===== src/rtl/sin_phase_feed_pkg.sv =====
// ----------------------------------------------------------------------------
// sin_pkg
//   Shared constants and types for the sine-evaluator front end.
//   - PI_Q30    : round(pi * 2^30), the scale that maps a folded phase onto
//                 radians.
//   - FP32_BIAS : IEEE-754 single-precision exponent bias.
//   - state_t   : phase-feed FSM encoding.
//   - fp32_exp_from_msb : biased exponent for an unsigned Q1.61 magnitude
//                 whose most significant set bit sits at index msb.
// ----------------------------------------------------------------------------
package sin_pkg;

    localparam logic [31:0] PI_Q30    = 32'hC90FDAA2;
    localparam logic [7:0]  FP32_BIAS = 8'd127;

    typedef enum logic [1:0] {
        ST_IDLE = 2'd0,
        ST_FOLD = 2'd1,
        ST_MULT = 2'd2,
        ST_PACK = 2'd3
    } state_t;

    // The magnitude carries 61 fraction bits, so bit msb has weight 2^(msb-61).
    function automatic logic [7:0] fp32_exp_from_msb(input logic [5:0] msb);
        return {2'b00, msb} + FP32_BIAS - 8'd61;
    endfunction

endpackage


===== src/rtl/sin_phase_feed_ufix62_to_fp32.sv =====
// ----------------------------------------------------------------------------
// ufix62_to_fp32
//   Combinational conversion of a sign plus an unsigned 62-bit Q1.61
//   magnitude into IEEE-754 single precision. The mantissa is truncated
//   (round toward zero). A zero magnitude always yields +0.
//   Ports:
//     i_sign  - sign of the value (1 = negative)
//     i_mag   - unsigned magnitude, value = i_mag * 2^-61
//     o_fp32  - packed single-precision result
// ----------------------------------------------------------------------------
module ufix62_to_fp32
    import sin_pkg::*;
(
    input  logic        i_sign,
    input  logic [61:0] i_mag,
    output logic [31:0] o_fp32
);

    logic [5:0]  w_msb;
    logic [61:0] w_norm;

    // Priority-encode the highest set bit, then left-justify it to bit 61.
    always_comb begin
        w_msb  = 6'd0;
        for (int i = 0; i < 62; i++) begin
            if (i_mag[i]) begin
                w_msb = 6'(i);
            end else begin
                w_msb = w_msb;
            end
        end
        w_norm = i_mag << (6'd61 - w_msb);
        if (i_mag == 62'd0) begin
            o_fp32 = 32'h0000_0000;
        end else begin
            o_fp32 = {i_sign, fp32_exp_from_msb(w_msb), w_norm[60:38]};
        end
    end

endmodule


===== src/rtl/sin_phase_feed.sv =====
// ----------------------------------------------------------------------------
// sin_phase_feed
//   Phase accumulator front end for the sine unit. Each accepted sample tick
//   captures the current phase, folds it into [-pi/2, +pi/2], scales it to
//   radians and presents it as fp32 together with a one-cycle start pulse.
//   Ports:
//     clk, reset   - clock, synchronous active-high reset
//     sample_tick  - request a sample (accepted only when not busy)
//     freq_inc     - phase increment applied with each accepted tick
//     phase_sync   - clear the phase accumulator
//     theta        - fp32 angle, held until the next result
//     sin_start    - one-cycle pulse marking a new theta
//     busy         - conversion in flight
//     overrun      - sticky: a tick arrived while busy
//     phase        - current accumulator value
// ----------------------------------------------------------------------------
module sin_phase_feed
    import sin_pkg::*;
#(
    parameter int ACC_W = 32
) (
    input  logic             clk,
    input  logic             reset,
    input  logic             sample_tick,
    input  logic [ACC_W-1:0] freq_inc,
    input  logic             phase_sync,
    output logic [31:0]      theta,
    output logic             sin_start,
    output logic             busy,
    output logic             overrun,
    output logic [ACC_W-1:0] phase
);

    state_t             r_state;
    state_t             w_state_next;
    logic [ACC_W-1:0]   r_acc;
    logic [ACC_W-1:0]   r_p;
    logic               r_sign;
    logic [30:0]        r_m;
    logic [61:0]        r_prod;
    logic [31:0]        r_theta;
    logic               r_sin_start;
    logic               r_overrun;

    logic               w_accept;
    logic [31:0]        w_q;
    logic [31:0]        w_abs;
    logic [61:0]        w_prod;
    logic [31:0]        w_fp32;

    assign w_accept = (r_state == ST_IDLE) && sample_tick;

    // FSM state register.
    always_ff @(posedge clk) begin
        if (reset) begin
            r_state <= ST_IDLE;
        end else begin
            r_state <= w_state_next;
        end
    end

    // FSM next-state: fixed four-cycle walk once a tick is accepted.
    always_comb begin
        w_state_next = r_state;
        case (r_state)
            ST_IDLE: begin
                if (sample_tick) begin
                    w_state_next = ST_FOLD;
                end else begin
                    w_state_next = ST_IDLE;
                end
            end
            ST_FOLD: w_state_next = ST_MULT;
            ST_MULT: w_state_next = ST_PACK;
            ST_PACK: w_state_next = ST_IDLE;
            default: w_state_next = ST_IDLE;
        endcase
    end

    // Fold: quadrants 1 and 2 (top bits differ) reflect about pi/2, i.e.
    // q = 2^31 - p; quadrants 0 and 3 are already in range as signed p.
    always_comb begin
        if (r_p[31] ^ r_p[30]) begin
            w_q = 32'h8000_0000 - r_p;
        end else begin
            w_q = r_p;
        end
        if (w_q[31]) begin
            w_abs = 32'd0 - w_q;
        end else begin
            w_abs = w_q;
        end
    end

    // |q| <= 2^30 and K < 2^32, so the product always fits in 62 bits.
    assign w_prod = 62'(r_m) * 62'(PI_Q30);

    ufix62_to_fp32 u_pack (
        .i_sign (r_sign),
        .i_mag  (r_prod),
        .o_fp32 (w_fp32)
    );

    // Datapath: accumulator, pipeline registers, outputs.
    always_ff @(posedge clk) begin
        if (reset) begin
            r_acc       <= '0;
            r_p         <= '0;
            r_sign      <= 1'b0;
            r_m         <= 31'd0;
            r_prod      <= 62'd0;
            r_theta     <= 32'h0000_0000;
            r_sin_start <= 1'b0;
            r_overrun   <= 1'b0;
        end else begin
            r_sin_start <= 1'b0;
            if (w_accept) begin
                // A sync with the tick samples phase zero and restarts from it.
                r_p   <= phase_sync ? '0 : r_acc;
                r_acc <= phase_sync ? freq_inc : r_acc + freq_inc;
            end else if (phase_sync) begin
                r_acc <= '0;
            end
            if (sample_tick && (r_state != ST_IDLE)) begin
                r_overrun <= 1'b1;
            end
            case (r_state)
                ST_FOLD: begin
                    r_sign <= w_q[31];
                    r_m    <= w_abs[30:0];
                end
                ST_MULT: begin
                    r_prod <= w_prod;
                end
                ST_PACK: begin
                    r_theta     <= w_fp32;
                    r_sin_start <= 1'b1;
                end
                default: begin
                end
            endcase
        end
    end

    assign theta     = r_theta;
    assign sin_start = r_sin_start;
    assign busy      = (r_state != ST_IDLE);
    assign overrun   = r_overrun;
    assign phase     = r_acc;

endmodule

===== config.mk =====
export PLATFORM = sky130hd
export DESIGN_NAME = sin_phase_feed
export DESIGN_NICKNAME = d
export VERILOG_FILES = /design/src/rtl/sin_phase_feed_pkg.sv /design/src/rtl/sin_phase_feed_ufix62_to_fp32.sv /design/src/rtl/sin_phase_feed.sv
export SDC_FILE = /design/constraint.sdc
export NUM_CORES = 2
export LEC_CHECK = 0
export ABC_AREA = 0
export BUFFER_PORTS_ARGS = -buffer_cell sky130_fd_sc_hd__buf_4
export CORE_ASPECT_RATIO = 0.8
export CORE_MARGIN = 8
export CORE_UTILIZATION = 40
export CTS_CLUSTER_DIAMETER = 30
export CTS_CLUSTER_SIZE = 30
export DETAILED_ROUTE_END_ITERATION = 7
export SLEW_MARGIN = 5
export SYNTH_ARGS = -nofsm -noshare
export SYNTH_HDL_FRONTEND = slang
export SYNTH_SLANG_ARGS = --single-unit

===== constraint.sdc =====
create_clock -name clk -period 8.85 [get_ports clk]
set_input_delay 2.2125 -clock clk [delete_from_list [all_inputs] [get_ports clk]]
set_output_delay 2.2125 -clock clk [all_outputs]
set_load 0.02 [all_outputs]

# == Word level (Yosys, flattened, before mapping) ==
# Cells that the tools add are included.
# word_totals
reg_bits,193
latch_bits,0
ramBits,0
romBits,0
inputBits,36
out_inout_bits,67
wordCells,96
memories,0
# op_classes
add_sub_neg,6
n_mul,1
n_div,0
magnitude_cmp,0
n_eq_ne,3
shifts,1
mux,70
bitwise_logic,1
n_reduce_logical,5
# ops
cell,n
$mux 6,30
$mux 32,5
$mux 5,16
$logic_not 62->1,1
$shl 62x6->61,1
$mul 31x31->61 const B,1
$add 32x32->32,1
$mux 4,8
$sub 32x32->32 const A,1
$mux 31,1
$sub 1x31->31 const A,1
$mux 3,4
$add 6x7->8 const B,1
$pmux 2 s4,1
$sub 8x6->8 const B,1
$sub 6x6->6 const A,1
$eq 2x2->1 const B,2
$mux 2,2
$mux 1,3
$eq 2x1->1 const B,1
$logic_and 1x1->1,2
$logic_not 2->1,1
$reduce_bool 2->1,1
$xor 1x1->1,1

# == Logic depth before layout (Yosys ltp) ==
# logic_depth
depth_word,64
mapped_depth,27
mapped_depth_nobuf,27

# == By module ==
# From an unflattened synthesis, not the netlist that was laid out.
# unflattened
hier_cells,3718
hier_area_um2,31599.1
# by_module_without_submodules
module,instances,cells_per_inst,area_per_inst_um2,seq_area_each_um2
sin_phase_feed,1,2940,26619.3,3863.7
ufix62_to_fp32,1,778,4979.8,0.0

# == Worst setup path before layout ==
# No wires, ideal clock.
# synth_timing
kind,reg2reg
from,register r_m[13]
to,register r_prod[57]
arrival_ns,7.285
t_required_ns,8.744
path_slack_ns,1.459
stages_incl_launch_ff,27
n_path_buf,1
period_less_slack_ns,7.391
path_cell_list,dfxtp_1 fa_1 fa_1 inv_1 fa_1 inv_1 ha_1 fa_1 inv_1 fa_1 inv_1 fa_1 ha_1 ha_1 clkbuf_1 a21o_1 a211oi_1 a211o_1 a211o_1 nand3_1 o21ai_0 o31a_1 o21ai_0 a221oi_1 o21ba_2 or4b_2 o311ai_0
# synth_via
elab_chain_len,1
# synth_rtl
item,line_no,source
"start, declared",sin_phase_feed.sv:39,logic [30:0] r_m;
"start signal, assigned",sin_phase_feed.sv:130,r_m <= w_abs[30:0];
$mul 31x31->61,sin_phase_feed.sv:96,assign w_prod = 62'(r_m) * 62'(PI_Q30);
"end signal, assigned",sin_phase_feed.sv:133,r_prod <= w_prod;
"end, declared",sin_phase_feed.sv:40,logic [61:0] r_prod;
# No other way between the ends.
# A chain may end at the register's enable or synchronous reset.

# == Final worst setup path ==
# layout_timing
from,register r_m[19]
to,register r_prod[60]
# Same word-level chain as after synthesis.

==> results.sh <==
export IMPL_fin_ws_ps=619.8
export IMPL_synth_seq_cells=193
export IMPL_hold_ws_ps=473.7
export IMPL_worst_ep_required_time_ps=9180
export IMPL_wl_um=91360
export IMPL_synth_top_area_share_pct=22.97
export IMPL_antenna_found_initial=0
export IMPL_grt_overflow=0
export IMPL_preCtsSetupSlack_ps=647.3
export IMPL_syn_avg_cell_area_um2=8.690
export IMPL_post_cts_setup_buffers=0
export IMPL_insertion_delay_ps=490
export IMPL_arrival_ps=8560
export IMPL_final_antenna_net_count=0
export IMPL_clock_tree_root_cell="clkbuf_16"
export IMPL_cp_max_fo=8
export IMPL_cts_tree="built"
export IMPL_synth_area_leaders="fa_1 23%, ha_1 16%, dfxtp_1 13%"
export IMPL_initial_core_util_pct=40.32
export IMPL_status="finished, final reports clean"
export IMPL_dpl_hpwl_um=74710
export IMPL_cts_buffer_depth=2
export IMPL_drive_above_1_share_pct=7.019
export IMPL_fin_nets=4285
export IMPL_fillers=7517
export IMPL_clock_skew_ps=13.32
export IMPL_grt_pass1_wl_um=143100
export IMPL_port_buffers=102
export IMPL_r2r_slack_ps=620
export IMPL_vias=25121
export IMPL_wl_per_cell_um=20.16
export IMPL_grt_pass1_vias=24257
export IMPL_yosysWarnings=0
export IMPL_final_common_cell="inv_1"
export IMPL_synth_edf_count=0
export IMPL_endpoint_kind="register"
export IMPL_fin_area_um2=32810
export IMPL_netlist_instances=3490
export IMPL_hold_viol=0
export IMPL_syn_to_final_growth_pct=8.193
export IMPL_cts_clk_slew_worst_paths_ps=90
export IMPL_worst_pin_slew_ps=1354
export IMPL_fin_util_pct=43.62
export IMPL_leakage_nw=16.03
export IMPL_ios=103
export IMPL_setup_tns_ps=0
export IMPL_first_pass_iters=6
export IMPL_worstReg2RegStart="r_m[19]"
export IMPL_drt_iter0_drc=2296
export IMPL_max_vdd_ir_drop_mv=0.3599
export IMPL_worstHoldStart="theta[30]"
export IMPL_synth_top_area_cell="fa_1"
export IMPL_max_cap_violations=0
export IMPL_antennaDiodeCount=0
export IMPL_slew_headroom_pct=8.893
export IMPL_viasPerCell=5.544
export IMPL_gp_congestion=0.9566
export IMPL_powerDensity_nw_per_um2=239.2
export IMPL_min_path_type="register to register"
export IMPL_grt_total_usage_pct=21.16
export IMPL_path_class="register to register"
export IMPL_fin_crit_ps=8230
export IMPL_dieArea_um2=84950
export IMPL_grt_max_degree=111
export IMPL_grt_setup_unrepaired="false"
export IMPL_dpl_cell_area_um2=32170
export IMPL_setup_viol=0
export IMPL_synth_main_ff_cell="dfxtp_1"
export IMPL_ys_async_sr_fraction_pct=0
export IMPL_maxSlewViolCount=0
export IMPL_core_um2=75220
export IMPL_cp_startpoint="r_m[19]"
export IMPL_max_freq_ghz=0.1215
export IMPL_die_w_um=323.9
export IMPL_drc=0
export IMPL_synth_seq_area_share_pct=12.74
export IMPL_layout_common_cells="609 x inv_1, 393 x ha_1, 348 x fa_1, 272 x nor2_1, 203 x nand2_1"
export IMPL_htreeDepth=4
export IMPL_cts_sinks=193
export IMPL_synth_area_um2=30330
export IMPL_dieHeight_um=262.3
export IMPL_cts_buffers=17
export IMPL_synthesis_nets=4269
export IMPL_critPathLaunchType="register"
export IMPL_num_rows=90
export IMPL_min_period_over_period_pct=93.00
export IMPL_ys_types=86
## through the flow
stage,power [mW],cells
final,7.851,4531
after global routing,8.315,4531
after global placement,6.780,4499
after floorplan,5.228,3490
after detailed placement,6.767,4499
after CTS,7.693,4531
## flip-flops by register name, summed over array words and instances, names as in the netlist
name       flops
r_prod        61
phase         32
r_p           32
theta         32
r_m           31
r_state        2
overrun        1
r_sign         1
sin_start      1
## cell usage after synthesis, types with 11 or more instances
| library cell | number |
|---|---|
| a211oi_1 | 47 |
| a21o_1 | 43 |
| o21bai_1 | 13 |
| o21a_1 | 31 |
| o21ai_0 | 95 |
| clkbuf_1 | 123 |
| a221oi_1 | 15 |
| or3_1 | 19 |
| a211o_1 | 13 |
| o31ai_1 | 17 |
| nor2_1 | 272 |
| mux2_2 | 16 |
| inv_1 | 610 |
| o211ai_1 | 15 |
| mux2i_1 | 185 |
| nand2_1 | 204 |
| o22ai_1 | 23 |
| xor2_1 | 40 |
| fa_1 | 348 |
| a21oi_1 | 185 |
| nor4_1 | 20 |
| a31oi_1 | 42 |
| mux4_2 | 12 |
| nor3_1 | 48 |
| xnor2_1 | 92 |
| buf_1 | 15 |
| ha_1 | 395 |
| nand2b_1 | 26 |
| nand3_1 | 45 |
| or4_1 | 17 |
| nand4_1 | 19 |
| buf_2 | 11 |
| nand3b_1 | 37 |
| a22oi_1 | 13 |
| and3_1 | 16 |
| dfxtp_1 | 193 |
| nor2b_1 | 19 |
## final timing paths
path,end,cells after the start
worst min-delay path,theta[30],2
worst max-delay path,r_prod[60],26
worst max register to register,r_prod[60],26
worst min register to register,theta[30],2
## logic make-up (layout without fill, tap and decap cells)
kind of cell             count (synthesis)  count (layout)  synth area share, %
AO/OA/AOI/OAI                          664             664                14.73
XOR/XNOR                               133             133                3.866
flip-flops                             193             193                12.74
buffers and inverters                  765             794                9.637
multiplexers                           213             213                7.591
AND/OR/NAND/NOR                        779             779                12.17
adder cells (fa/ha/maj)                743             743                39.27
## routing by layer
| layer | vias to the layer above | global-route usage, % | part of all wire [%] |
|---|---|---|---|
| met5 | - | 0 | 0 |
| li1 | 11877 | - | - |
| met1 | 12297 | 32.05 | 48 |
| met3 | 70 | 4.978 | 8.9 |
| met4 | 0 | 3.015 | 1.2 |
| met2 | 877 | 30.86 | 42 |
## worst max-delay path, stage by stage, from the launching register on
cell and delay [ps]:
dfxtp_1 750, buf_4 300, fa_1 400, inv_1 140
fa_1 460, fa_1 510, inv_1 50, ha_1 280
inv_1 70, fa_1 490, fa_1 490, inv_1 50
fa_1 440, ha_1 290, ha_1 340, a211o_1 280
a211oi_1 390, and4_1 260, o21a_1 190, o31a_1 220
o21ai_0 240, a221o_1 420, a211o_1 340, a31oi_1 270
o21ai_0 150, xnor2_1 160, o22ai_1 100
## area by class of cell
cell class	count	area (um2)	share of cell area, %
Multi-Input combinational cell	2532	23600	71.93
Sequential cell	193	3865	11.78
Inverter	610	2290	6.978
Tap cell	1012	1266	3.859
Timing Repair Buffer	152	1145	3.489
Clock buffer	17	425.4	1.296
Clock inverter	15	220.2	0.6711
## where the power goes
group / switching (mW) / internal [mW]
combinational: 3.80 / 2.14
sequential: 0.101 / 0.922
clock: 0.465 / 0.420
## repair_timing
action,CTS,global route
setup endpoints to repair,0,1
hold buffers,0,0
resized for setup,0,1
Note: power is estimated with default switching activity, not from simulation.
